===== src/rtl/frame_buffer_reader.sv =====
// Display-side reader of the camera frame-buffer controller: claims a buffer on
// each display frame start, streams burst read requests over the frame, then releases it.
module frame_buffer_reader #(
  parameter int FRAME_WIDTH     = 480,
  parameter int FRAME_HEIGHT    = 272,
  parameter int BURST_LEN       = 8,
  parameter int BUFFER_ID_WIDTH = 2,
  parameter int BUFFER_STRIDE   = 131072,
  parameter int ADDR_WIDTH      = 21
) (
  input  logic                       clk,
  input  logic                       reset_n,
  input  logic                       frame_start,
  output logic                       buf_req,
  input  logic                       buf_grant,
  input  logic [BUFFER_ID_WIDTH-1:0] buf_id,
  output logic                       buf_release,
  output logic [BUFFER_ID_WIDTH-1:0] cur_buf_id,
  input  logic [15:0]                fifo_space,
  output logic                       rd_req,
  output logic [ADDR_WIDTH-1:0]      rd_addr,
  input  logic                       rd_ack,
  output logic                       busy,
  output logic                       frame_overrun
);

  localparam int FRAME_WORDS = FRAME_WIDTH * FRAME_HEIGHT;
  localparam int OFS_W       = $clog2(FRAME_WORDS + 1);
  localparam logic [ADDR_WIDTH-1:0] STRIDE_ADDR = ADDR_WIDTH'(BUFFER_STRIDE);

  if (FRAME_WORDS % BURST_LEN != 0) begin : g_bad_burst_len
    $error("frame_buffer_reader: FRAME_WIDTH*FRAME_HEIGHT is not a multiple of BURST_LEN");
  end

  typedef enum logic [1:0] {IDLE, REQUEST, READING, RELEASE} state_t;

  state_t                state, state_nxt;
  logic                  pending;
  logic [OFS_W-1:0]      offset;
  logic [OFS_W-1:0]      offset_nxt;
  logic [ADDR_WIDTH-1:0] base;
  logic                  grant_ok, ack_ok, fifo_ok, last_burst;

  // Grants and acks only count when the matching request is actually up.
  assign grant_ok   = (state == REQUEST) && buf_req && buf_grant;
  assign ack_ok     = (state == READING) && rd_req && rd_ack;
  assign fifo_ok    = fifo_space >= 16'(BURST_LEN);
  assign offset_nxt = offset + OFS_W'(BURST_LEN);
  assign last_burst = offset_nxt == OFS_W'(FRAME_WORDS);

  assign buf_release = (state == RELEASE);
  assign busy        = (state != IDLE);

  always_ff @(posedge clk or negedge reset_n) begin
    if (!reset_n) state <= IDLE;
    else          state <= state_nxt;
  end

  always_comb begin
    // NOTE: default assigned first so no path through the case leaves state_nxt unassigned (no latch).
    state_nxt = state;
    case (state)
      IDLE:    if (frame_start || pending) state_nxt = REQUEST;
      REQUEST: if (grant_ok)               state_nxt = READING;
      READING: if (ack_ok && last_burst)   state_nxt = RELEASE;
      RELEASE:                             state_nxt = IDLE;
      default:                             state_nxt = IDLE;
    endcase
  end

  always_ff @(posedge clk or negedge reset_n) begin
    if (!reset_n) begin
      buf_req       <= 1'b0;
      cur_buf_id    <= '0;
      base          <= '0;
      offset        <= '0;
      rd_req        <= 1'b0;
      rd_addr       <= '0;
      pending       <= 1'b0;
      frame_overrun <= 1'b0;
    end else begin
      // NOTE: non-blocking assignments so every register samples pre-edge values of the others.
      frame_overrun <= (state == READING) && frame_start;

      // A frame start that lands on the release cycle is remembered, not dropped.
      if (state == IDLE)                          pending <= 1'b0;
      else if (state == RELEASE && frame_start)   pending <= 1'b1;

      case (state)
        REQUEST: begin
          if (grant_ok) begin
            cur_buf_id <= buf_id;
            base       <= ADDR_WIDTH'(buf_id) * STRIDE_ADDR;
            offset     <= '0;
            buf_req    <= 1'b0;
          end else begin
            buf_req    <= 1'b1;
          end
        end
        READING: begin
          if (ack_ok) begin
            rd_req <= 1'b0;
            offset <= offset_nxt;
          end else if (!rd_req && fifo_ok) begin
            rd_req  <= 1'b1;
            rd_addr <= base + ADDR_WIDTH'(offset);
          end
        end
        default: ;
      endcase
    end
  end

endmodule


===== config.mk =====
export PLATFORM = sky130hd
export DESIGN_NAME = frame_buffer_reader
export DESIGN_NICKNAME = d
export VERILOG_FILES = /design/src/rtl/frame_buffer_reader.sv
export SDC_FILE = /design/constraint.sdc
export NUM_CORES = 1
export LEC_CHECK = 0
export BUFFER_PORTS_ARGS = -buffer_cell sky130_fd_sc_hd__buf_2
export CAP_MARGIN = 15
export CORE_MARGIN = 2
export CORE_UTILIZATION = 40
export CTS_CLUSTER_SIZE = 30
export DETAILED_ROUTE_END_ITERATION = 7
export GPL_TIMING_DRIVEN = 0
export HOLD_SLACK_MARGIN = 0.06
export PLACE_DENSITY = 0.7
export SLEW_MARGIN = 25
export SYNTH_ARGS = -nofsm -noshare
export SYNTH_HDL_FRONTEND = slang
export SYNTH_SLANG_ARGS = --single-unit

===== constraint.sdc =====
create_clock -name clk -period 6 [get_ports clk]
set_clock_uncertainty 0.2 [all_clocks]
set_input_delay 0.6 -clock clk [delete_from_list [all_inputs] [get_ports clk]]
set_output_delay 0.6 -clock clk [all_outputs]
set_load 0.005 [all_outputs]

* Yosys cells after proc, flatten, opt, wreduce, memory -nomap -nowiden *
Index checks and enable logic that the tools add are counted.

storage, ports and cells
  bits in registers = 46
  input port bits = 23
  output and inout port bits = 28
  word-level logic and storage cells = 52

operators by class
  add/subtract/negate cells = 2
  $lt $le $gt $ge = 1
  equality and inequality tests = 8
  mux-type cells = 12
  bitwise operators = 1
  reduce and logical (&&, ||, !) cells = 20

operator list
  operator               count
  $mux 17                2
  $pmux 17 s2            1
  $add 19x17->20         1
  $add 17x4->17 const B  1
  $eq 17x17->1 const B   1
  $ge 16x4->1 const B    1
  $reduce_and 3->1       3
  $logic_and 1x1->1      8
  $ne 2x2->1 const B     4
  $pmux 2 s4             1
  $reduce_bool 2->1      4
  $mux 2                 3
  $mux 1                 5
  $eq 2x2->1 const B     2
  $reduce_and 2->1       2
  $eq 2x1->1 const B     1
  $logic_not 2->1        1
  $logic_not 1->1        1
  $logic_or 1x1->1       1
  $not 1->1              1

* Logic depth before layout (Yosys ltp) *
Gate-level depths: netlist (run 1).

  depth in word-level cells = 6
  mapped depth = 10
  depth with buffers taken out = 7

* Least setup slack after synthesis (run 1) *
OpenSTA, ideal clock, no wires.

  path kind = input to register
  from = input fifo_space[12]
  to = register rd_addr[13]
  library setup time = 0.125 ns
  data arrival time = 2.040 ns
  data required time = 5.675 ns
  slack = 3.636 ns
  stages = 6
  buffers on the path = 2
  cell sequence = or4_1 > nor3_1 > a311o_1 > buf_4 > buf_4 > mux2_2

between the ends
  longest elaborated chain between the ends = 3

RTL lines
  what                               line  source
  start: declaration                 19    input logic [15:0] fifo_space,
  $ge 16x4->1                        47    assign fifo_ok = fifo_space >= 16'(BURST_LEN);
  $logic_and 1x1->1                  104   end else if (!rd_req && fifo_ok) begin
  $reduce_and 3->1 (no source line)  -
  end signal: assignment             106   rd_addr <= base + ADDR_WIDTH'(offset);
  end: declaration                   21    output logic [ADDR_WIDTH-1:0] rd_addr,

Every way passes these cells.
A chain may end at the register's enable or synchronous reset.

* Worst setup path after layout (run 1) *
  from = register state[0]
  to = register state[1]

between the ends
  longest elaborated chain between the ends = 6
  elaborated cells between the ends (all ways) = 14
  classes of those cells = 6 x eq/ne; 1 x mux; 7 x reduce/logical

RTL lines
  what                               line    source
  start: declaration                 37      state_t state, state_nxt;
  start signal: assignment           56      else state <= state_nxt;
  $eq 2x2->1                         46, 62
  $logic_and 1x1->1 (2 in a row)     46      assign ack_ok = (state == READING) && rd_req && rd_ack;
  $logic_and 1x1->1                  65      READING: if (ack_ok && last_burst) state_nxt = RELEASE;
  $ne 2x2->1 (no source line)        -
  $reduce_and 3->1 (no source line)  -

Parallel ways exist; a longest one is shown, timed or not.

==> results_dict.tcl, run 1 <==
set metrics [dict create \
    outcome "finished clean" \
    clock_sinks 38 \
    start_util_pct 42.3 \
    power.leakage_nw 1.18 \
    hold_viol_final 0 \
    post-dp-hpwl_um 2940 \
    grt_pass1_wl_um 6880 \
    combPwrFrac_pct 42.3 \
    internal_power_uw 614 \
    grt_max_degree 39 \
    ys_types 46 \
    cp.required_ns 5.96 \
    vias 1587 \
    drcViolationCount 0 \
    cts_tree "built" \
    wl_um 4020 \
    drt_iter0_markers 68 \
    fmax_mhz 390 \
    power_frac_seq_pct 39.5 \
    clockBufferDepth 2 \
    async_reset_ff_share_pct 100 \
    maxSlewHeadroom_pct 44.2 \
    ioPinCount 51 \
    cts_resized 0 \
    synth_top_area_share_pct 46.7 \
    avgViaCountPerCell 4.99 \
    p_per_area_nw_per_um2 401 \
    clk_latency_ns 0.28 \
    htreeDepth 2 \
    grt_remaining_overflow 0 \
    crit_arrival_ns 2.53 \
    path_max_fanout 10 \
    fin_tns_setup_ns 0 \
    cts_buffers 5 \
    dr.pass1.iters 4 \
    die_width_um 75.4 \
    antenna_found_initial 0 \
    period_share_pct 42.7 \
    cp-start-kind "flip-flop" \
    end_kind "flip-flop" \
    slew_viol_final 0 \
    startpoint "state[0]" \
    synth_area_um2 2040 \
    r2r-start "state[0]" \
    hold_path_class "input port to async pin" \
    p_switching_uw 363 \
    num_antenna_cells 0 \
    wl_per_cell_um 12.7 \
    yosys_most_used_dff "dfrtp_1" \
    rrSetupSlack_ns 3.44 \
    die_area_um2 5680 \
    cts_setup_buffers 0 \
    yosysTopAreaCell "dfrtp_1" \
    netlist_instances 197 \
    core_um2 4820 \
    p_sw_share_pct 37.2 \
    synth_edf_count 0 \
    holdWs_ns 0.217 \
    seq_area_frac_synth_pct 46.7 \
    peakVddDrop_mv 0.255 \
    ctsHoldBuffers 0 \
    place.port_buffers 42 \
    placementRows 25 \
    cts_root_buffer "clkbuf_8" \
    met2WireLength_um 1960 \
    power.share.clock_pct 18.2 \
    drt-met1-wl_um 1890 \
    path_class "flip-flop to flip-flop" \
    highest_layer "met4" \
    syn_avg_cell_area_um2 10.3 \
    drv_cap 0 \
    die_h_um 75.4 \
    yosys_warnings 0 \
    final_nets 278 \
    syn2layout_area_growth_pct 19.6 \
    clkTransAtPathRegs_ns 0.07 \
    setup_viol 0 \
    met3WireLength_um 158 \
    ant_nets 0 \
    place.gp.congestion 0.804 \
    synth_seq_cells 38 \
    grt_pass1_vias 1526 \
    grtUsageTotal_pct 15.9 \
    rsz0062_at_grt "no" \
    worst_pin_slew_ns 0.837 \
    period_needed_ns 2.56 \
    drive_gt1_share_pct 34.7 \
    netlist_top_cells_area "dfrtp_1 (47%), mux2_2 (8.8%), nand2_1 (3.7%), o21ai_0 (3.2%), ha_1 (3.1%)" \
]
## critical path: stages (launching register included)
cell and delay, ns:
dfrtp_1 0.42, inv_1 0.09, ha_1 0.17, buf_2 0.25
nand2_1 0.11, nor4_1 0.27, nand3_1 0.13, o41ai_2 0.44
mux2_1 0.36
## synth_stat cells, types with 2 or more instances
cell and count:
mux2_2 16, nand3b_1 4, a21oi_1 5, nand3_1 9, buf_2 5, a21o_1 3
clkbuf_1 3, nor2_1 7, buf_4 8, dfrtp_1 38, nor4_1 3, inv_1 7
nand2_1 20, a22o_1 5, nor3_1 9, o21ai_0 13, or3_1 2, xnor2_1 3
a31oi_1 2, mux2i_1 4, and3_1 2, ha_1 5
## final timing paths
| kind | cells after the start | endpoint |
|---|---|---|
| max in group asynchronous | 1 | offset[13] |
| hold reg to reg | 2 | rd_addr[10] |
| setup reg to reg | 8 | state[1] |
| setup / recovery | 8 | state[1] |
| min in group clk | 2 | rd_addr[10] |
| hold / removal | 1 | rd_req |
## per-stage QoR
stage	total power [mW]	instances	setup WS (ns)	cell area (µm²)	utilization (%)
2_1_floorplan	0.669	201	3.64	2050	-
3_3_place_gp	0.799	310	3.37	2350	48.7
3_5_place_dp	0.810	310	3.38	2350	48.7
4_1_cts	0.991	318	3.45	2440	50.6
5_1_grt	1.06	318	3.24	2440	50.6
6_report	0.978	318	3.44	2440	50.6
## logic make-up after synthesis
group | share of synthesized area [%]
muxes | 11.4
other | 0.184
buffers and inverters | 6.81
and+or+nand+nor | 17.9
xor gates and xnor gates | 1.72
adders and majority gates | 3.07
AOI/OAI and AO/OA | 12.3
DFF | 46.7
## power groups by stage
stage / clock network (mW) / registers, mW / logic [mW]
after CTS: 0.184 / 0.387 / 0.420
after detailed placement: 0 / 0.392 / 0.418
after global routing: 0.196 / 0.398 / 0.469
after global placement: 0 / 0.388 / 0.411
final: 0.178 / 0.386 / 0.414
after floorplan: 0 / 0.387 / 0.282
## area by class of cell
class | instances | area (µm²)
buffer | 18 | 113
tap | 67 | 83.8
timing repair buffer | 42 | 210
inverter | 7 | 26.3
multi-input combinational | 138 | 963
sequential | 38 | 951
clock buffer | 7 | 86.3
fill | 482 | 2380
clock inverter | 1 | 5.00
## layout by cell type, fill, tap and decap left out, types with 2 or more instances in the layout
cell,synthesis,final
mux2_2,16,16
nand2_1,20,20
nor4_1,3,3
a21o_1,3,3
clkbuf_8,0,6
buf_2,5,47
buf_4,8,8
o21ai_0,13,13
nor3_1,9,9
dfrtp_1,38,38
and3_1,2,2
mux2i_1,4,4
nand3b_1,4,4
or3_1,2,2
conb_1,1,5
a21oi_1,5,5
a22o_1,5,5
ha_1,5,5
clkbuf_1,3,4
inv_1,7,7
xnor2_1,3,3
a31oi_1,2,2
nand3_1,9,9
nor2_1,7,7
## layer usage
metal	track usage [%]	up-vias
met2	27.1	31
li1	-	794
met1	20.7	760
met5	0	-
met3	4.10	2
met4	2.92	0
## flip-flops by register name (all words and copies together) (netlist names)
signal	cells
offset	14
pending	1
rd_req	1
state	2
buf_req	1
frame_overrun	1
rd_addr	16
cur_buf_id	2
Power figures use the tool's default switching activity.
==> inputs of run 2 (changes only) <==
ABC_AREA = 1   (was unset)
PLACE_DENSITY = 0.73   (was 0.7)
clock period = 2.15 ns   (was 6 ns; I/O delays follow)
==> run 2 against run 1 <==
Against the previous run:
- hold slack worse by 0.14 ns
- synthesized cell count up 22%
- clock power grew to 3.4 times the previous value
- core utilization is 2.0 points higher
- die area decreased by 6.5%
- via count up 12%
- count of clock-buffer cells in the layout shrank 2
- highest routed layer unchanged
- register-to-register slack got worse by 3.3 ns
- area after synthesis down 6.8%
- first-iteration DRC count grew 91%
- flip-flop and latch count stayed put
==> results_dict.tcl, run 2 <==
set metrics [dict create \
    outcome "finished clean" \
    synthTopCellsByCount "nand2_1 (67), dfrtp_1 (38), inv_1 (27)" \
    cp-start-kind "flip-flop" \
    grtUsageMet2_pct 27.3 \
    yosys_warnings 0 \
    grt_max_degree 39 \
    yosys_most_used_dff "dfrtp_1" \
    cts_tree "built" \
    combPwrFrac_pct 37.2 \
    num_antenna_cells 0 \
    stdcell_area_um2 2450 \
    p_switching_uw 957 \
    die_h_um 72.9 \
    path_class "flip-flop to flip-flop" \
    grtUsageMet3_pct 5.94 \
    wl_um 4450 \
    place.port_buffers 42 \
    drv_cap 0 \
    grt_pass1_wl_um 6970 \
    cts_buffers 5 \
    clkTransAtPathRegs_ns 0.07 \
    clk_latency_ns 0.29 \
    ant_nets 0 \
    async_reset_ff_share_pct 100 \
    drcViolationCount 0 \
    post-dp-hpwl_um 3160 \
    layout.cells.most_common "nand2_1" \
    end_kind "flip-flop" \
    clock_sinks 38 \
    dr.pass1.iters 4 \
    p_sw_share_pct 36.8 \
    hold_path_class "input port to flip-flop" \
    synth_top_area_share_pct 50.1 \
    grt_pass1_vias 1624 \
    syn2layout_area_growth_pct 29.2 \
    htreeDepth 2 \
    power.share.clock_pct 23.0 \
    wl_per_cell_um 12.4 \
    power_frac_seq_pct 39.7 \
    worst_pin_slew_ns 0.815 \
    synth_seq_cells 38 \
    drt_iter0_markers 130 \
    grtUsageTotal_pct 17.2 \
    fmax_mhz 491 \
    top_register "rd_addr" \
    antenna_found_initial 0 \
    place.gp.congestion 0.895 \
    die_width_um 72.9 \
    reg_top3 "rd_addr x16, offset x14" \
    period_needed_ns 2.04 \
    peakVddDrop_mv 0.360 \
    p_per_area_nw_per_um2 1060 \
    start_util_pct 40.8 \
    synth_edf_count 0 \
    ioPinCount 51 \
    yosysMostFrequentCell "nand2_1" \
    grtUsageMet1_pct 21.3 \
    period_share_pct 94.8 \
    netlist_top_cells_area "dfrtp_1 (50%), nand2_1 (13%), o21ai_0 (6.9%), inv_1 (5.3%), nor2_1 (5.1%)" \
    path_max_fanout 5 \
    slew_viol_final 0 \
    cts_root_buffer "clkbuf_8" \
    hold_viol_final 0 \
    drive_gt1_share_pct 25.9 \
    die_area_um2 5320 \
    internal_power_mw 1.64 \
    yosysTopAreaCell "dfrtp_1" \
    final_nets 332 \
    final_cell_mix "nand2_1 (65), buf_2 (42), dfrtp_1 (36), o21ai_0 (25), nor2_1 (24)" \
    clockBufferDepth 2 \
    place_area_um2 2190 \
    syn_avg_cell_area_um2 7.88 \
    top_usage_layer "met2" \
    vias 1771 \
    placementRows 25 \
    seq_area_frac_synth_pct 50.1 \
    cp.required_ns 2.13 \
    ys_types 19 \
    power.leakage_nw 1.20 \
    fin_tns_setup_ns 0 \
    maxSlewHeadroom_pct 45.7 \
    core_um2 4660 \
    avgViaCountPerCell 4.93 \
    grt_remaining_overflow 0 \
    largest_reg_flops 16 \
    synth_area_um2 1900 \
    setup_viol 0 \
    netlist_instances 241 \
    crit_arrival_ns 2.02 \
]
run 2: changes by cell type after synthesis, moves of 4 or more:
| cell | previous run | this run |
|---|---|---|
| nand2_1 | 20 | 67 |
| nand3b_1 | 4 | 0 |
| o21ai_0 | 13 | 26 |
| inv_1 | 7 | 27 |
| nor2_1 | 7 | 26 |
| o22ai_1 | 0 | 8 |
| mux2_2 | 16 | 0 |
| nand3_1 | 9 | 13 |
| a22o_1 | 5 | 0 |
| mux2i_1 | 4 | 0 |
| buf_2 | 5 | 0 |
| nor3_1 | 9 | 3 |
run 2: worst paths after layout:
kind	start	endpoint	slack (ns)	cells past startpoint
setup / recovery	offset[3]	state[1]	0.11	12
hold / removal	buf_grant	cur_buf_id[0]	0.07	3
setup reg to reg	offset[3]	state[1]	0.11	12
hold reg to reg	rd_addr[14]	rd_addr[14]	0.28	2
max in group asynchronous	reset_n	state[0]	0.84	2
min in group asynchronous	reset_n	rd_addr[9]	0.35	2
run 2: layout make-up:
class / instances / area [µm²]
Multi-Input combinational cell: 171 / 865
Sequential cell: 38 / 953
Tap cell: 54 / 67.6
Inverter: 27 / 105
Clock inverter: 3 / 40.0
Buffer: 8 / 48.8
Clock buffer: 5 / 68.8
Fill cell: 436 / 2210
Timing Repair Buffer: 53 / 305
run 2: power by group through the flow:
stage,registers (mW),logic [mW],clock network (mW)
finish,1.03,0.967,0.598
global route,1.05,1.09,0.644
CTS,1.01,0.816,0.600
detailed placement,1.02,0.810,0
global placement,1.02,0.796,0
floorplan,1.03,0.470,0
run 2: stage by stage:
stage / hold slack [ns] / cells / setup slack (ns) / power (mW) / util, %
finish: 0.0730 / 359 / 0.112 / 2.60 / 52.6
global route: 0.0777 / 359 / -0.0376 / 2.78 / 52.6
CTS: 0.148 / 353 / 0.0263 / 2.43 / 50.4
detailed placement: 0.173 / 341 / -0.143 / 1.83 / 47.0
global placement: 0.165 / 341 / -0.0978 / 1.81 / 47.0
floorplan: -0.281 / 245 / 0.311 / 1.50 / -
run 2: cell families (layout without fill, tap and decap cells):
logic type | count (synthesis) | in the layout | share of synthesized area [%]
DFF | 38 | 38 | 50.1
xor gates and xnor gates | 3 | 3 | 1.38
buffers and inverters | 36 | 96 | 8.10
adders and majority gates | 5 | 5 | 3.29
other | 1 | 5 | 0.197
AOI/OAI and AO/OA | 38 | 38 | 10.5
and+or+nand+nor | 120 | 120 | 26.4
run 2: what timing repair did:
item,in CTS,in global routing
cloned,0,0
setup endpoints to repair,10,15
resized for setup,1,18
hold buffers,5,0
endpoints found under the hold margin,43,0
setup buffers,0,6
pin swaps,0,3
run 2: routing by layer:
layer / up-vias / share of wire (%)
li1: 892 / -
met1: 832 / 45
met2: 42 / 49
met3: 5 / 5.3
met4: 0 / 1.1
met5: - / 0
run 2: critical path: stages, from the launching register on:
cell     delay (ns)
dfrtp_1        0.42
ha_4           0.19
nand3_2        0.12
o21ai_0        0.19
nand2_1        0.09
nor2_1         0.10
nand2_1        0.07
nor2_1         0.11
nand3_1        0.10
nand2_2        0.11
nand2_2        0.07
nand2_1        0.09
nand2_1        0.06
==> inputs of run 3 (changes only) <==
--- a/config.mk
+++ b/config.mk
@@ -9,5 +9,5 @@
 export BUFFER_PORTS_ARGS = -buffer_cell sky130_fd_sc_hd__buf_2
 export CAP_MARGIN = 15
-export CORE_MARGIN = 2
+export CORE_MARGIN = 3
 export CORE_UTILIZATION = 40
 export CTS_CLUSTER_SIZE = 30
@@ -16,5 +16,5 @@
 export HOLD_SLACK_MARGIN = 0.06
 export PLACE_DENSITY = 0.73
-export SLEW_MARGIN = 25
+export SLEW_MARGIN = 20
 export SYNTH_ARGS = -nofsm -noshare
 export SYNTH_HDL_FRONTEND = slang
==> constraint.sdc (replaced) <==
create_clock -name clk -period 2.15 [get_ports clk]
set_clock_uncertainty 0.2 [all_clocks]
set_input_delay 0.215 -clock clk [delete_from_list [all_inputs] [get_ports clk]]
set_output_delay 0.215 -clock clk [all_outputs]
set_load 0.1 [all_outputs]
==> run 3 against run 2 <==
Against the previous run:
- flip-flop and latch count is the same
- global-route usage about the same
- highest routed layer unchanged
- total power rose by 40%
- core utilization grew 2.1 points
- design area is 0.20% lower
- sequential share of layout area increased by 0.23 points
- sequential power hardly changed
- critical endpoint unchanged
- die area rose by 5.6%
- hold slack lost 0.029 ns
- non-clock buffer count is 3 higher
- largest power group is now combinational cells
- first-iteration DRC count increased by 20%
==> results_dict.tcl, run 3 (same netlist as run 2, synthesis figures left out) <==
set metrics [dict create \
    drt_iter0_markers 156 \
    power.share.clock_pct 13.1 \
    peakVddDrop_mv 1.28 \
    grt_remaining_overflow 0 \
    num_antenna_cells 0 \
    largest_reg_flops 16 \
    p_sw_share_pct 57.3 \
    multiInputGateArea_um2 865 \
    place.gp.congestion 0.919 \
    start_util_pct 42.4 \
    crit_arrival_ns 2.02 \
    placedCellCount 339 \
    place.port_buffers 42 \
    clk_latency_ns 0.29 \
    grt_pass1_vias 1578 \
    finalPower_mw 3.65 \
    avgViaCountPerCell 4.89 \
    cts_root_buffer "clkbuf_8" \
    clock_sinks 38 \
    p_switching_mw 2.09 \
    path_class "flip-flop to flip-flop" \
    p_per_area_nw_per_um2 1490 \
    rrSetupSlack_ns 0.12 \
    cp.required_ns 2.14 \
    cts_buffers 5 \
    vias 1759 \
    cts_tree "built" \
    syn2layout_area_growth_pct 28.9 \
    rsz0062_at_grt "yes" \
    wl_per_cell_um 12.4 \
    end_kind "flip-flop" \
    clockBufferDepth 2 \
    internal_power_mw 1.56 \
    hold_path_class "input port to flip-flop" \
    layout.cells.most_common "nand2_1" \
    final_cell_mix "nand2_1 (66), buf_2 (42), dfrtp_1 (33), o21ai_0 (26), inv_1 (24)" \
    ant_nets 0 \
    fmax_mhz 492 \
    holdWs_ns 0.0442 \
    place_area_um2 2190 \
    stdcell_area_um2 2450 \
    wl_um 4460 \
    cp-start-kind "flip-flop" \
    final_cells 360 \
    power.leakage_nw 1.19 \
    reg_top3 "rd_addr x16, offset x14" \
    hold_viol_final 0 \
    grt_pass1_wl_um 7200 \
    core_um2 4470 \
    die_area_um2 5610 \
    clkTransAtPathRegs_ns 0.07 \
    outcome "finished clean" \
    path_max_fanout 4 \
    slew_viol_final 0 \
    grtUsageTotal_pct 17.1 \
    power_frac_seq_pct 28.5 \
    register_area_um2 957 \
    period_needed_ns 2.03 \
    htreeDepth 2 \
    worst_pin_slew_ns 0.829 \
    post-dp-hpwl_um 3180 \
    drcViolationCount 0 \
    die_h_um 74.9 \
    drive_gt1_share_pct 26.6 \
    grt_max_degree 39 \
    period_share_pct 94.5 \
    combPwrFrac_pct 58.5 \
    setup_viol 0 \
    maxSlewHeadroom_pct 44.7 \
    ioPinCount 51 \
    die_width_um 74.9 \
    final_nets 335 \
    antenna_found_initial 0 \
    dr.pass1.iters 4 \
    placementRows 24 \
    fillers 434 \
    drv_cap 0 \
    top_register "rd_addr" \
]
==> run 3: changes by cell type in the layout (fill, tap and decap cells not counted), moves of 2 or more <==
cell | previous run | this run
clkinv_2 | 2 | 0
clkbuf_1 | 3 | 6
buf_4 | 11 | 13
dfrtp_2 | 2 | 5
nor2_2 | 1 | 3
dfrtp_1 | 36 | 33
==> run 3: per-layer routing <==
metal	global-route usage, %	vias to the layer above	part of all wire [%]
li1	-	897	-
met1	22.2	813	46
met2	27.9	43	47
met3	3.87	6	5.5
met4	6.52	0	1.1
met5	0	-	0
==> run 3: path summary, 6_finish.rpt <==
path,start,to,cells past startpoint
setup / recovery,state[0],state[1],15
hold / removal,buf_grant,cur_buf_id[0],3
setup reg to reg,state[0],state[1],15
hold reg to reg,rd_addr[7],rd_addr[7],2
max in group asynchronous,reset_n,state[0],2
min in group asynchronous,reset_n,frame_overrun,2
==> run 3: power groups by stage <==
stage	combinational, mW	clock, mW	sequential (mW)
after floorplan	0.647	0	2.02
after global placement	1.97	0	1.02
after detailed placement	1.98	0	1.03
after CTS	2.03	0.487	1.02
after global routing	2.28	0.519	1.06
final	2.13	0.477	1.04
==> run 3: repair_timing <==
| action | CTS | global route |
|---|---|---|
| endpoints found under the setup margin | 12 | 12 |
| resized for setup | 5 | 16 |
| pin swaps | 0 | 6 |
| hold buffers | 5 | 0 |
| setup buffers | 0 | 8 |
| endpoints found under the hold margin | 43 | 0 |
==> run 3: area by class of cell <==
cell class              count  area share (%)
clock buffers               8            3.27
multi-input cells         171            35.3
inverters                  27            4.29
repair buffers             55            13.1
flip-flops and latches     38            39.1
plain buffers               9            2.30
well taps                  52            2.66
==> run 3: per-stage QoR <==
| step | worst slack (ns) | TNS [ns] | utilization [%] |
|---|---|---|---|
| after floorplan | 0.0939 | 0 | - |
| after CTS | 0.0134 | 0 | 52.4 |
| final | 0.118 | 0 | 54.7 |
| after global placement | -0.103 | -0.760 | 49.0 |
| after detailed placement | -0.174 | -1.29 | 49.0 |
| after global routing | -0.0264 | -0.0445 | 54.7 |
==> run 3: critical path, cell delays in order, from the launching register on <==
cell and delay, ns:
dfrtp_2 0.43, inv_2 0.08, ha_4 0.15, nand2_2 0.07, nor2_2 0.11, nand2_1 0.06
nor2_1 0.09, nand2_1 0.05, nor2_1 0.14, nand2_1 0.08, nor2_1 0.08, nand3_1 0.11
nand2_2 0.12, nand2_2 0.06, nand2_1 0.06, nand2_1 0.04
